### config.mk
export PLATFORM = sky130hd
export DESIGN_NAME = sram_bus_sequencer
export DESIGN_NICKNAME = d
export VERILOG_FILES = /design/src/rtl/mem_bus_pkg.sv /design/src/rtl/sram_addr_decode.sv /design/src/rtl/sram_bus_sequencer.sv
export SDC_FILE = /design/constraint.sdc
export NUM_CORES = 1
export LEC_CHECK = 0
export ABC_AREA = 1
export ABC_CLOCK_PERIOD_IN_PS = 2500
export CORE_UTILIZATION = 43
export DETAILED_ROUTE_END_ITERATION = 8
export PLACE_DENSITY = 0.92
export SLEW_MARGIN = 5
export SYNTH_ARGS = -nofsm -noshare
export SYNTH_HDL_FRONTEND = slang
export SYNTH_SLANG_ARGS = --single-unit
### constraint.sdc
create_clock -name iCLK -period 2.5 [get_ports iCLK]
set_clock_uncertainty 0.05 [all_clocks]
set_input_delay 0.25 -clock iCLK [delete_from_list [all_inputs] [get_ports iCLK]]
set_output_delay 0.25 -clock iCLK [all_outputs]
set_load 0.05 [all_outputs]
### src/rtl/mem_bus_pkg.sv
// Shared IO-bus memory map, sequencer state encoding and SRAM read pipeline default.
// Also consumed by the SRAM interface address decode.
package mem_bus_pkg;

    localparam logic [31:0] BEGINNING_SRAM       = 32'h1001_0000;
    localparam logic [31:0] END_SRAM             = 32'h101F_FFFF;
    localparam int unsigned READ_LATENCY_DEFAULT = 2;

    typedef enum logic [1:0] {
        IDLE = 2'd0,
        WR   = 2'd1,
        RD   = 2'd2,
        ACK  = 2'd3
    } busState_t;

endpackage

### src/rtl/sram_addr_decode.sv
// Combinational SRAM window decode: inclusive byte-address compare against the SRAM bounds.
// Zero latency; no flow control.
module sram_addr_decode
    import mem_bus_pkg::*;
(
    input  logic [31:0] address,
    output logic        inRange
);

    assign inRange = (address >= BEGINNING_SRAM) && (address <= END_SRAM);

endmodule

### src/rtl/sram_bus_sequencer.sv
// Turns single-cycle processor requests into timed SRAM bus windows and returns done/read data.
// Write: done 2 cycles after accept; read: done READ_LATENCY+2 cycles after accept. Requests while busy are dropped.
module sram_bus_sequencer
    import mem_bus_pkg::*;
#(
    parameter int unsigned READ_LATENCY = READ_LATENCY_DEFAULT
)
(
    input  logic        iCLK,
    input  logic        iRST_N,
    input  logic        iReq,
    input  logic        iWrite,
    input  logic [3:0]  iByteEnable,
    input  logic [31:0] iAddress,
    input  logic [31:0] iWriteData,
    output logic        oBusy,
    output logic        oDone,
    output logic [31:0] oReadData,
    output logic        oError,
    output logic        oReadEnable,
    output logic        oWriteEnable,
    output logic [3:0]  oByteEnable,
    output logic [31:0] oAddress,
    output logic [31:0] oWriteData,
    input  logic [31:0] iReadData
);

    localparam logic [2:0] LATENCY = 3'(READ_LATENCY);

    busState_t  state;
    busState_t  nextState;
    logic [2:0] count;
    logic       errFlag;
    logic       inRange;
    logic       accept;

    sram_addr_decode uDecode (
        .address (iAddress),
        .inRange (inRange)
    );

    // ACK doubles as an accept slot so back-to-back requests lose no cycle.
    assign accept = iReq && ((state == IDLE) || (state == ACK));

    always_ff @(posedge iCLK or negedge iRST_N) begin
        if (!iRST_N) begin
            state <= IDLE;
        end else begin
            state <= nextState;
        end
    end

    always_comb begin
        nextState = state;
        case (state)
            IDLE, ACK: begin
                if (accept) begin
                    if (!inRange) begin
                        nextState = ACK;
                    end else if (iWrite) begin
                        nextState = WR;
                    end else begin
                        nextState = RD;
                    end
                end else begin
                    nextState = IDLE;
                end
            end
            WR:      nextState = ACK;
            RD:      nextState = (count == 3'd0) ? ACK : RD;
            default: nextState = IDLE;
        endcase
    end

    always_ff @(posedge iCLK or negedge iRST_N) begin
        if (!iRST_N) begin
            count       <= 3'd0;
            errFlag     <= 1'b0;
            oByteEnable <= 4'd0;
            oAddress    <= 32'd0;
            oWriteData  <= 32'd0;
            oReadData   <= 32'd0;
        end else if (accept) begin
            count       <= LATENCY;
            errFlag     <= !inRange;
            oByteEnable <= iWrite ? iByteEnable : 4'b1111;
            oAddress    <= {iAddress[31:2], 2'b00};
            oWriteData  <= iWriteData;
            if (!inRange) begin
                oReadData <= 32'd0;
            end
        end else if (state == RD) begin
            if (count == 3'd0) begin
                oReadData <= iReadData;
            end else begin
                count <= count - 3'd1;
            end
        end
    end

    always_comb begin
        oBusy        = (state == WR) || (state == RD);
        oDone        = (state == ACK);
        oError       = (state == ACK) && errFlag;
        oReadEnable  = (state == RD);
        // A write with no byte lanes still takes its window but never strobes the SRAM.
        oWriteEnable = (state == WR) && (oByteEnable != 4'd0);
    end

endmodule
Yosys cells after proc, flatten, opt, wreduce, memory -nomap -nowiden --
Cells that the tools add are included.
Cells by class: magnitude comparators 2, mux-type cells 13, reduce and logical (&&, ||, !) cells 15, equality and inequality tests 5, add/sub/neg operators 1
Operators by type and width (count):
- $mux 32 | 4
- $ge 32x29->1 const B | 1
- $le 32x29->1 const B | 1
- $mux 3 | 3
- $mux 2 | 3
- $pmux 2 s3 | 1
- $eq 2x2->1 const B | 2
- $logic_and 1x1->1 | 4
- $mux 4 | 1
- $ne 2x2->1 const B | 2
- $reduce_bool 2->1 | 2
- $reduce_bool 4->1 | 1
- $logic_not 3->1 | 1
- $reduce_and 3->1 | 1
- $sub 3x1->3 const B | 1
- $eq 2x1->1 const B | 1
- $logic_not 2->1 | 1
- $logic_or 1x1->1 | 2
- $reduce_and 2->1 | 1
- $reduce_or 2->1 | 1
- $logic_not 1->1 | 1
- $mux 1 | 1
Storage, ports and cells: logic and storage cells 43, input bits 104, bits in registers 104, output and inout port bits 105

Longest topological paths before layout --
Gate-level depths: netlist (run 1).
word-level depth 5, mapped depth 12, gate-level depth less buffers 11

Hierarchy --
A second synthesis (run 1) with hierarchy kept.
Unflattened totals: cell total of the unflattened synthesis 501, area total of the unflattened synthesis 4260.3 µm²
Modules (own cells, without submodules):
- sram_bus_sequencer | cells an instance 471, area each 4141.5 µm², times used 1, sequential area each 2602.5 µm²
- sram_addr_decode | cells an instance 30, area each 118.9 µm², times used 1, sequential area each 0.0 µm²

Least setup slack after synthesis (run 1) --
Ideal clock, no wire load.
kind register -> output, from register oByteEnable[3], to output port oWriteEnable, stages on the path, launching flop included 3, buffers on the path 0, data required time 2.200 ns, data arrival time 1.643 ns, slack 0.557 ns, path through dfrtp_1 -> inv_1 -> a41oi_1
On the way: word-level cells in the longest chain between the ends 2
RTL lines:
- from (decl) | RTL line sram_bus_sequencer.sv:22 | output logic [3:0] oByteEnable,
- from (signal assigned) | RTL line sram_bus_sequencer.sv:86 | oByteEnable <= iWrite ? iByteEnable : 4'b1111;
- $reduce_bool 4->1 | RTL line sram_bus_sequencer.sv:107 | oWriteEnable = (state == WR) && (oByteEnable != 4'd0);
- $logic_and 1x1->1 | RTL line sram_bus_sequencer.sv:107
- to (decl) | RTL line sram_bus_sequencer.sv:21 | output logic oWriteEnable,
No other way between the ends.

Final worst setup path (run 1) --
from register state[0], to output port oBusy
On the way: word-level cells in the longest chain between the ends 2, elaborated cells on any way between the ends 3, those cells by class eq/ne (2); reduce/logical (1)
RTL lines:
- from (decl) | RTL line sram_bus_sequencer.sv:30 | busState_t state;
- from (signal assigned) | RTL line sram_bus_sequencer.sv:49 | state <= nextState;
- $eq 2x1->1 or $eq 2x2->1 (tied branches) | RTL line sram_bus_sequencer.sv:102 | oBusy = (state == WR) || (state == RD);
- $logic_or 1x1->1 * | RTL line sram_bus_sequencer.sv:102
- to (decl) | RTL line sram_bus_sequencer.sv:16 | output logic oBusy,
Every way passes the cells marked *; elsewhere a longest branch is shown, timed or not.

==> metrics.md, run 1 <==
| Metric | Value |
|---|---|
| # H-tree levels | `3` |
| Core area | `0.0102 mm^2` |
| Die W | `between 100 and 150 um` |
| Row count | `37` |
| Worst setup path start | `state[0]$_DFF_PN0_` |
| IO Pins | `209` |
| Die area | `0.0109 mm^2` |
| Largest net degree at the start of global routing | `92` |
| WL/cell | `13.5 um` |
| Dpl cells | `870` |
| Power per cell area | `around 1600 mW/mm^2` |
| Bufs on Longest Clock Path | `2` |
| Total number of vias | `4,212` |
| Seq. cell area | `0.00260 mm^2` |
| Routability cong. | `0.826` |
| Crit path required time | `2.20 ns` |
| Initial antenna violation count | `0` |
| Reg2Reg Depth | `8` |
| Worst EP arrival | `2.12 ns` |
| Status | `finished clean` |
| Layout cell share with drive strength beyond 1 | `between 5 and 6%` |
| Final worst slack | `0.0811 ns` |
| Vias in the first global route | `around 4,300` |
| Cells after synthesis | `553` |
| Maximum clock rate | `between 400 and 500 MHz` |
| Ant diodes | `0` |
| # clock sinks | `104` |
| Initial Util | `44.0%` |
| Reg-to-Reg Start | `state[0]$_DFF_PN0_` |
| Non-filler cells, final | `887` |
| Final Hold Fails | `0` |
| CTS Buf Count | `9` |
| CP Launch Type | `register` |
| Final worst-path cycle share | `96.8%` |
| VDD IR max | `0.000886 V` |
| Syn_area_per_cell | `just over 8 um^2` |
| Most frequent cells in the layout | `nand2_1 (247), clkdlybuf4s50_1 (202), dfrtp_1 (104)` |
| Multi-input logic area | `0.00155 mm^2` |
| # setup viols final | `0` |
| Nets | `855` |
| Post-place setup slack | `0.274 ns` |
| Synth cell types | `19` |
| Crit path time final | `2.42 ns` |
| Via density | `4.75` |
| Area delta synth->final | `52.2%` |
| Unrepaired setup endpoints after global routing | `no` |
| Post-synthesis cell area | `0.00451 mm^2` |
| Slew Limit Fails | `0` |
| First drt pass iteration count | `4` |
| Ys Warns | `0` |
| Worst Tran Pin Value | `roughly 0.58 ns` |
| Leakage | `0.00351 uW` |
| Synth Register Bits | `104` |
| CTS clk-pin slew, worst paths | `~0.11 ns` |
| Most common cell after layout, fill and taps aside | `nand2_1` |
| Post CTS Setup Buffer Count | `0` |
| Worst-Skew Late Latency | `roughly 0.37 ns` |
| Flop2flop setup slack | `0.28 ns` |
| Grt ovf | `0` |
| Root Buffer | `clkbuf_8` |
| Min-Delay Path Class | `input pin to async pin` |
| DR DRC count | `0` |
| Post-Route WL | `about 12,000 um` |
| CP Class | `register to output port` |
| Hpwl dp | `around 8600 um` |
| Reg2reg end | `oReadData[11]$_DFFE_PN0P_` |
| Max cap viols | `0` |
| Antenna-violating nets left | `0` |
| Number of port buffers | `204` |
| Die Ht | `104 um` |
| Initial DRC count | `approximately 230` |
| Fillcell total | `776` |
| Global Route Usage Sum | `between 20 and 25%` |
| Critical-path maximum fanout | `3` |
| Sequential area share after synthesis | `57.8%` |
| TritonCTS clock tree | `yes` |
| Setup TNS | `0 ns` |
| CP endpoint | `oBusy` |
| Relative slew slack | `61.2%` |
| CP Capture Type | `output port` |
| First-pass GRT wire length | `20,100 um` |
state kept, by name, summed over array words and instances, names as in the netlist:
signal and cells:
state 2, count 3, oWriteData 32, errFlag 1
oAddress 30, oReadData 32, oByteEnable 4
worst max-delay path, stage by stage (launching register included):
cell and delay [ns]:
dfrtp_1 0.40, inv_1 0.06, ha_1 0.34, inv_1 0.11, clkdlybuf4s50_1 0.84
layout make-up:
type,count,area share [%]
Tap cell,136,2.48
Clock inverter,7,1.50
Sequential cell,104,37.9
Clock buffer,9,1.81
Multi-Input combinational cell,369,22.6
Inverter,52,2.85
Timing Repair Buffer,210,30.8
cell usage after synthesis (all sizes together):
master	count	area, um^2
conb	1	3.75
a21oi	9	45.0
a41oi	1	8.76
clkbuf	13	48.8
o21ai	8	40.0
o211ai	1	7.51
nand2	261	1020
inv	52	195
buf	16	113
nand3	35	175
dfrtp	104	2600
nor2	47	179
ha	5	62.6
where the power goes:
group,internal [uW],switching [uW]
clock network,577,613
registers,2470,441
logic,2060,4660
total,5100,5720
routing by layer:
metal  vias up  share of wire, %  global-route usage (%)
li1       2040                 -                       -
met1      1974                40                    27.6
met2       170                49                    37.6
met3        28               8.2                    6.83
met4         0               3.0                    12.1
met5         -                 0                       0
metrics by stage:
stage / area [um^2] / power (uW) / hold slack, ns / util (%)
floorplan: 4510 / 7480 / -0.0956 / -
global placement: 6620 / 9480 / 0.227 / 64.7
detailed placement: 6620 / 9680 / 0.234 / 64.7
CTS: 6860 / 10900 / 0.330 / 67.0
global route: 6860 / 11400 / 0.336 / 67.0
finish: 6860 / 10800 / 0.347 / 67.0
how the worst min path moves through the flow:
stage,cells past startpoint,from,to
after global placement,1,iRST_N,oReadData[0]$_DFFE_PN0P_
final,2,iRST_N,oReadData[0]$_DFFE_PN0P_
after CTS,3,iWriteData[23],oWriteData[23]$_DFFE_PN0P_
after floorplan,0,iRST_N,count[0]$_DFFE_PN0P_
after detailed placement,1,iRST_N,oReadData[0]$_DFFE_PN0P_
after global routing,3,iWriteData[26],oWriteData[26]$_DFFE_PN0P_
logic make-up after synthesis:
group / count (synthesis) / share of synthesized area, %
fa+ha+maj: 5 / 1.39
compound gates: 19 / 2.25
buf+inv: 81 / 7.91
other cells: 1 / 0.0832
simple gates: 343 / 30.6
flops: 104 / 57.8
timing repair:
item | in CTS | in global routing
endpoints found under the hold margin | 42 | 0
gates resized for setup | 0 | 1
hold buffers | 1 | 0
endpoints found under the setup margin | 0 | 1
(Power assumes the default switching activity.)
==> run 2, diff against run 1 <==
--- a/config.mk
+++ b/config.mk
@@ -9,7 +9,7 @@
 export ABC_CLOCK_PERIOD_IN_PS = 2500
 export CORE_UTILIZATION = 43
 export DETAILED_ROUTE_END_ITERATION = 8
-export PLACE_DENSITY = 0.92
+export PLACE_DENSITY = 0.87
 export SLEW_MARGIN = 5
 export SYNTH_ARGS = -nofsm -noshare
 export SYNTH_HDL_FRONTEND = slang
==> metrics.md, run 2 (synthesized netlist as in run 1, its figures left out) <==
| Metric | Value |
|---|---|
| Global Route Usage Sum | `22.7%` |
| Reg2Reg Depth | `8` |
| CTS clk-pin slew, worst paths | `0.10 ns` |
| Final core utilization | `66.5%` |
| Initial Util | `44.0%` |
| CTS Buf Count | `9` |
| Initial antenna violation count | `0` |
| # setup viols final | `0` |
| Non-filler cells, final | `889` |
| Post CTS Setup Buffer Count | `0` |
| Layout cell share with drive strength beyond 1 | `approximately 4.9%` |
| Worst setup path start | `state[1]$_DFF_PN0_` |
| Number of port buffers | `204` |
| Nets | `857` |
| CP Launch Type | `register` |
| VDD IR max | `0.000825 V` |
| Vias in the first global route | `4,184` |
| Dpl cells | `872` |
| Post-CTS resize count | `0` |
| CP Class | `register to output port` |
| DR DRC count | `0` |
| Leakage | `0.00347 uW` |
| Initial DRC count | `~240` |
| Final worst-path cycle share | `95.5%` |
| Critical-path maximum fanout | `3` |
| Critical path's largest stage delay | `0.86 ns` |
| Fin Hold WS | `0.353 ns` |
| Die W | `between 100 and 150 um` |
| Most frequent cells in the layout | `nand2_1 (247), clkdlybuf4s50_1 (203), dfrtp_1 (104)` |
| Cts-stage hold buffer count | `1` |
| Cell-internal power | `4920 uW` |
| Unrepaired setup endpoints after global routing | `no` |
| # clock sinks | `104` |
| Min-Delay Path Class | `input pin to async pin` |
| NetSw | `5650 uW` |
| Crit path max-delay cell type | `clkdlybuf4s50_1` |
| Largest net degree at the start of global routing | `64` |
| Relative slew slack | `63.4%` |
| Routability cong. | `0.793` |
| Sw frac | `53.5%` |
| Status | `finished clean` |
| Die area | `between 0.01 and 0.015 mm^2` |
| Critical-path cell list | `inv_1 -> ha_1 -> inv_1 -> a41oi_1 -> clkdlybuf4s50_1` |
| Biggest regs | `oReadData (32), oWriteData (32), oAddress (30)` |
| CP endpoint | `oWriteEnable` |
| Bufs on Longest Clock Path | `2` |
| Core area | `0.0102 mm^2` |
| Root Buffer | `clkbuf_8` |
| Sequential share of power | `27.4%` |
| CP dominant cell by count | `inv_1` |
| Worst-Skew Late Latency | `around 0.35 ns` |
| Maximum clock rate | `419 MHz` |
| Most common cell after layout, fill and taps aside | `nand2_1` |
| CP Capture Type | `output port` |
| TritonCTS clock tree | `yes` |
| Combinational power share | `63.8%` |
| Flop2flop setup slack | `0.49 ns` |
| First-pass GRT wire length | `between 15,000 and 20,000 um` |
| Row count | `37` |
| Setup TNS | `0 ns` |
| Worst Tran Pin Value | `0.549 ns` |
| First drt pass iteration count | `5` |
| Slew Limit Fails | `0` |
| Ant diodes | `0` |
| Reg-to-Reg Start | `state[0]$_DFF_PN0_` |
| Antenna-violating nets left | `0` |
| Total number of vias | `4,167` |
| Grt ovf | `0` |
| Worst EP arrival | `around 2.1 ns` |
| Final Hold Fails | `0` |
| Crit path required time | `2.20 ns` |
| Via density | `4.69` |
| Area delta synth->final | `50.9%` |
| Max cap viols | `0` |
| Post-Route WL | `11,900 um` |
| Die Ht | `~100 um` |
| IO Pins | `between 200 and 250` |
| # H-tree levels | `3` |
| Reg2reg end | `oByteEnable[2]$_DFFE_PN0P_` |
| Power per cell area | `1560 mW/mm^2` |
| Hpwl dp | `8590 um` |
| Pwr Total | `10,600 uW` |
| WL/cell | `13.4 um` |
| Crit path time final | `2.39 ns` |
| Clock network fraction of total power | `between 8 and 9%` |
[run 2: cell types whose count changed in the layout (fill, tap and decap cells not counted), moves of 2 or more]
cell	before	now
buf_4	4	7
inv_6	3	0
clkinv_2	0	2
clkbuf_1	0	3
bufinv_16	2	0
[run 2: layout make-up]
type | instances | area, um^2
Clock buffer | 13 | 149
Clock inverter | 3 | 17.5
Fill cell | 827 | 3430
Inverter | 52 | 195
Multi-Input combinational cell | 369 | 1550
Sequential cell | 104 | 2600
Tap cell | 136 | 170
Timing Repair Buffer | 212 | 2110
[run 2: metal layers]
layer,global-route usage [%],vias to the layer above,routed length [um]
li1,-,2038,-
met1,27.8,1942,4910
met5,0,-,0
met4,9.49,0,252
met3,5.89,26,815
met2,37.9,161,5930
[run 2: worst max-delay path, delay by kind of cell (launching register included)]
| family | cells | cell delay (ns) |
|---|---|---|
| AO/OA/AOI/OAI | 1 | 0.19 |
| adder cells (fa/ha/maj) | 1 | 0.13 |
| buffers and inverters | 3 | 1.00 |
| flip-flops | 1 | 0.41 |
[run 2: power groups by stage]
stage	Clock [uW]	Sequential (uW)	Combinational (uW)
4_1_cts	965	2900	6790
6_report	935	2900	6750
3_5_place_dp	0	2920	6760
5_1_grt	1030	2990	7180
3_3_place_gp	0	2880	6590
2_1_floorplan	0	5400	2080
[run 2: through the flow]
| step | worst slack, ns | instance area [um^2] |
|---|---|---|
| 2_1_floorplan | 0.557 | 4510 |
| 3_3_place_gp | 0.567 | 6620 |
| 3_5_place_dp | 0.477 | 6620 |
| 6_report | 0.113 | 6800 |
| 4_1_cts | 0.0982 | 6800 |
| 5_1_grt | 0.0263 | 6800 |
[run 2: how the worst min path moves through the flow]
stage | start | to | cells past startpoint
floorplan | iRST_N | count[0]$_DFFE_PN0P_ | 0
CTS | iWriteData[19] | oWriteData[19]$_DFFE_PN0P_ | 3
global placement | iRST_N | oReadData[3]$_DFFE_PN0P_ | 1
detailed placement | iRST_N | oReadData[3]$_DFFE_PN0P_ | 1
finish | iRST_N | oReadData[4]$_DFFE_PN0P_ | 2
global route | iAddress[10] | oAddress[10]$_DFFE_PN0P_ | 3
==> run 3, diff against run 2 <==
--- a/config.mk
+++ b/config.mk
@@ -5,12 +5,11 @@
 export SDC_FILE = /design/constraint.sdc
 export NUM_CORES = 1
 export LEC_CHECK = 0
-export ABC_AREA = 1
 export ABC_CLOCK_PERIOD_IN_PS = 2500
 export CORE_UTILIZATION = 43
 export DETAILED_ROUTE_END_ITERATION = 8
-export PLACE_DENSITY = 0.87
-export SLEW_MARGIN = 5
+export PLACE_DENSITY = 0.9
+export SLEW_MARGIN = 20
 export SYNTH_ARGS = -nofsm -noshare
 export SYNTH_HDL_FRONTEND = slang
 export SYNTH_SLANG_ARGS = --single-unit
==> metrics.md, run 3 <==
| Metric | Value |
|---|---|
| Status | `finished clean` |
| Relative slew slack | `44.4%` |
| Area delta synth->final | `56.7%` |
| Slew Limit Fails | `0` |
| DR DRC count | `0` |
| Antenna-violating nets left | `0` |
| Dpl cells | `700` |
| Combinational power share | `61.1%` |
| Sw frac | `51.2%` |
| Reg2Reg Depth | `6` |
| Area leader, netlist | `dfrtp_1` |
| Worst EP arrival | `2.06 ns` |
| Reg2reg end | `oReadData[26]$_DFFE_PN0P_` |
| Vias in the first global route | `3,625` |
| First drt pass iteration count | `4` |
| Bufs on Longest Clock Path | `2` |
| Synth Register Bits | `104` |
| Sequential share of power | `29.1%` |
| Biggest regs | `oReadData (32), oWriteData (32), oAddress (30)` |
| Nets | `roughly 700` |
| Worst-Skew Late Latency | `0.35 ns` |
| CP Launch Type | `register` |
| # H-tree levels | `3` |
| Synth cell count leaders | `nand2_1 (191), dfrtp_1 (104), a22o_1 (32), clkbuf_1 (16), inv_1 (10)` |
| Initial antenna violation count | `0` |
| Non-filler cells, final | `717` |
| Post-Route WL | `between 10,000 and 15,000 um` |
| Cell-internal power | `4570 uW` |
| Row count | `35` |
| Post-synth EDFFs | `0` |
| Fin Hold WS | `0.361 ns` |
| CTS Buf Count | `9` |
| Routability cong. | `0.759` |
| Setup TNS | `0 ns` |
| Power per cell area | `1470 mW/mm^2` |
| CTS clk-pin slew, worst paths | `0.10 ns` |
| Leakage | `0.00304 uW` |
| Final worst-path cycle share | `94.5%` |
| NetSw | `between 4000 and 5000 uW` |
| Die W | `99.4 um` |
| CP Class | `register to output port` |
| Post-synth top area share | `63.8%` |
| Crit path time final | `2.36 ns` |
| Highest metal used | `met4` |
| Unrepaired setup endpoints after global routing | `no` |
| Most frequent cell after synthesis | `nand2_1` |
| Die area | `0.00987 mm^2` |
| Largest net degree at the start of global routing | `53` |
| Layout cell share with drive strength beyond 1 | `5.12%` |
| Cells after synthesis | `398` |
| Final worst slack | `0.136 ns` |
| Most common cell after layout, fill and taps aside | `clkdlybuf4s50_1` |
| Initial DRC count | `74` |
| Max cap viols | `0` |
| # clock sinks | `104` |
| Worst setup path start | `state[0]$_DFF_PN0_` |
| TritonCTS clock tree | `yes` |
| Syn_area_per_cell | `approximately 10 um^2` |
| Met2 Routed Length | `5380 um` |
| Maximum clock rate | `423 MHz` |
| Crit path required time | `2.20 ns` |
| VDD IR max | `0.000815 V` |
| Most frequent cells in the layout | `clkdlybuf4s50_1 (203), nand2_1 (190), dfrtp_1 (104)` |
| M1 wire length | `between 4000 and 5000 um` |
| Worst Tran Pin Value | `0.831 ns` |
| Grt ovf | `0` |
| Asr flop ratio synth | `between 90% and 100%` |
| Initial Util | `44.3%` |
| Final Hold Fails | `0` |
| First-pass GRT wire length | `17,400 um` |
| Synth cell types | `31` |
| Ys Warns | `0` |
| Root Buffer | `clkbuf_8` |
| Global Route Usage Sum | `22.6%` |
| Via density | `4.90` |
| # setup viols final | `0` |
| Ant diodes | `0` |
| Reg-to-Reg Start | `state[0]$_DFF_PN0_` |
| Min-Delay Path Class | `input pin to register` |
| IO Pins | `209` |
| Hpwl dp | `just over 8000 um` |
| Synth Flop Type | `dfrtp_1` |
| WL/cell | `15.4 um` |
| Critical-path maximum fanout | `6` |
| Synth top area cells | `dfrtp_1 (64%), nand2_1 (18%), a22o_1 (6.9%), ha_1 (1.5%), clkbuf_1 (1.5%)` |
| Sequential area share after synthesis | `63.8%` |
| Number of port buffers | `204` |
| Post-CTS resize count | `0` |
| Fillcell total | `664` |
| Flop2flop setup slack | `0.30 ns` |
| Post-place setup slack | `0.0235 ns` |
| WL met3 | `884 um` |
| CP Capture Type | `output port` |
| Total number of vias | `3,513` |
| Die Ht | `between 90 and 100 um` |
| Post-synthesis cell area | `around 0.0041 mm^2` |
| CP endpoint | `oBusy` |
| Clock network fraction of total power | `9.9%` |
| Core area | `0.00920 mm^2` |
run 3: cell type report:
class	count	area, um^2	share of cell area (%)
Sequential cell	104	2600	40.7
Clock buffer	12	135	2.12
Tap cell	111	139	2.17
Inverter	10	37.5	0.588
Multi-Input combinational cell	263	1330	20.9
Clock inverter	4	31.3	0.490
Timing Repair Buffer	213	2110	33.0
run 3: worst min path at each step:
| stage | cells after the start | endpoint | slack [ns] | from |
|---|---|---|---|---|
| final | 3 | oWriteData[3]$_DFFE_PN0P_ | 0.36 | iWriteData[3] |
| after global routing | 3 | oWriteData[16]$_DFFE_PN0P_ | 0.34 | iWriteData[16] |
| after CTS | 3 | oAddress[14]$_DFFE_PN0P_ | 0.34 | iAddress[14] |
| after detailed placement | 2 | oReadData[28]$_DFFE_PN0P_ | 0.37 | iRST_N |
| after global placement | 2 | oWriteData[18]$_DFFE_PN0P_ | 0.35 | iRST_N |
| after floorplan | 0 | count[0]$_DFFE_PN0P_ | -0.1 | iRST_N |
run 3: per-stage QoR:
stage / cell area [um^2] / util (%) / total power, uW
floorplan: 4080 / - / 6570
global placement: 6210 / 67.5 / 8340
detailed placement: 6210 / 67.5 / 8510
CTS: 6390 / 69.5 / 9460
global route: 6390 / 69.5 / 9890
finish: 6390 / 69.5 / 9380
run 3: repair_timing:
action / in CTS / in global routing
setup buffers: 0 / 0
hold endpoints to repair: 104 / 0
hold buffers: 1 / 0
run 3: logic make-up after synthesis:
logic type	after synthesis	synth area share [%]
simple gates	209	20.8
flops	104	63.8
compound gates	46	9.76
buf+inv	32	3.71
fa+ha+maj	5	1.53
xor+xnor	1	0.215
other cells	1	0.0920
run 3: power by group through the flow:
stage	logic [uW]	clock network [uW]	registers [uW]
2_1_floorplan	1700	0	4870
4_1_cts	5770	957	2730
3_3_place_gp	5620	0	2730
5_1_grt	6070	1020	2810
6_report	5730	927	2730
3_5_place_dp	5750	0	2750
run 3: metal layers:
| metal | vias to the layer above | global-route usage [%] |
|---|---|---|
| met5 | - | 0 |
| met4 | 0 | 6.79 |
| met3 | 14 | 6.61 |
| met2 | 144 | 39.1 |
| met1 | 1675 | 27.3 |
| li1 | 1680 | - |
run 3: critical path, cell delays in order (launching register included):
cell and delay, ns:
dfrtp_1 0.38, inv_1 0.05, ha_1 0.36, inv_1 0.10, clkdlybuf4s50_1 0.82
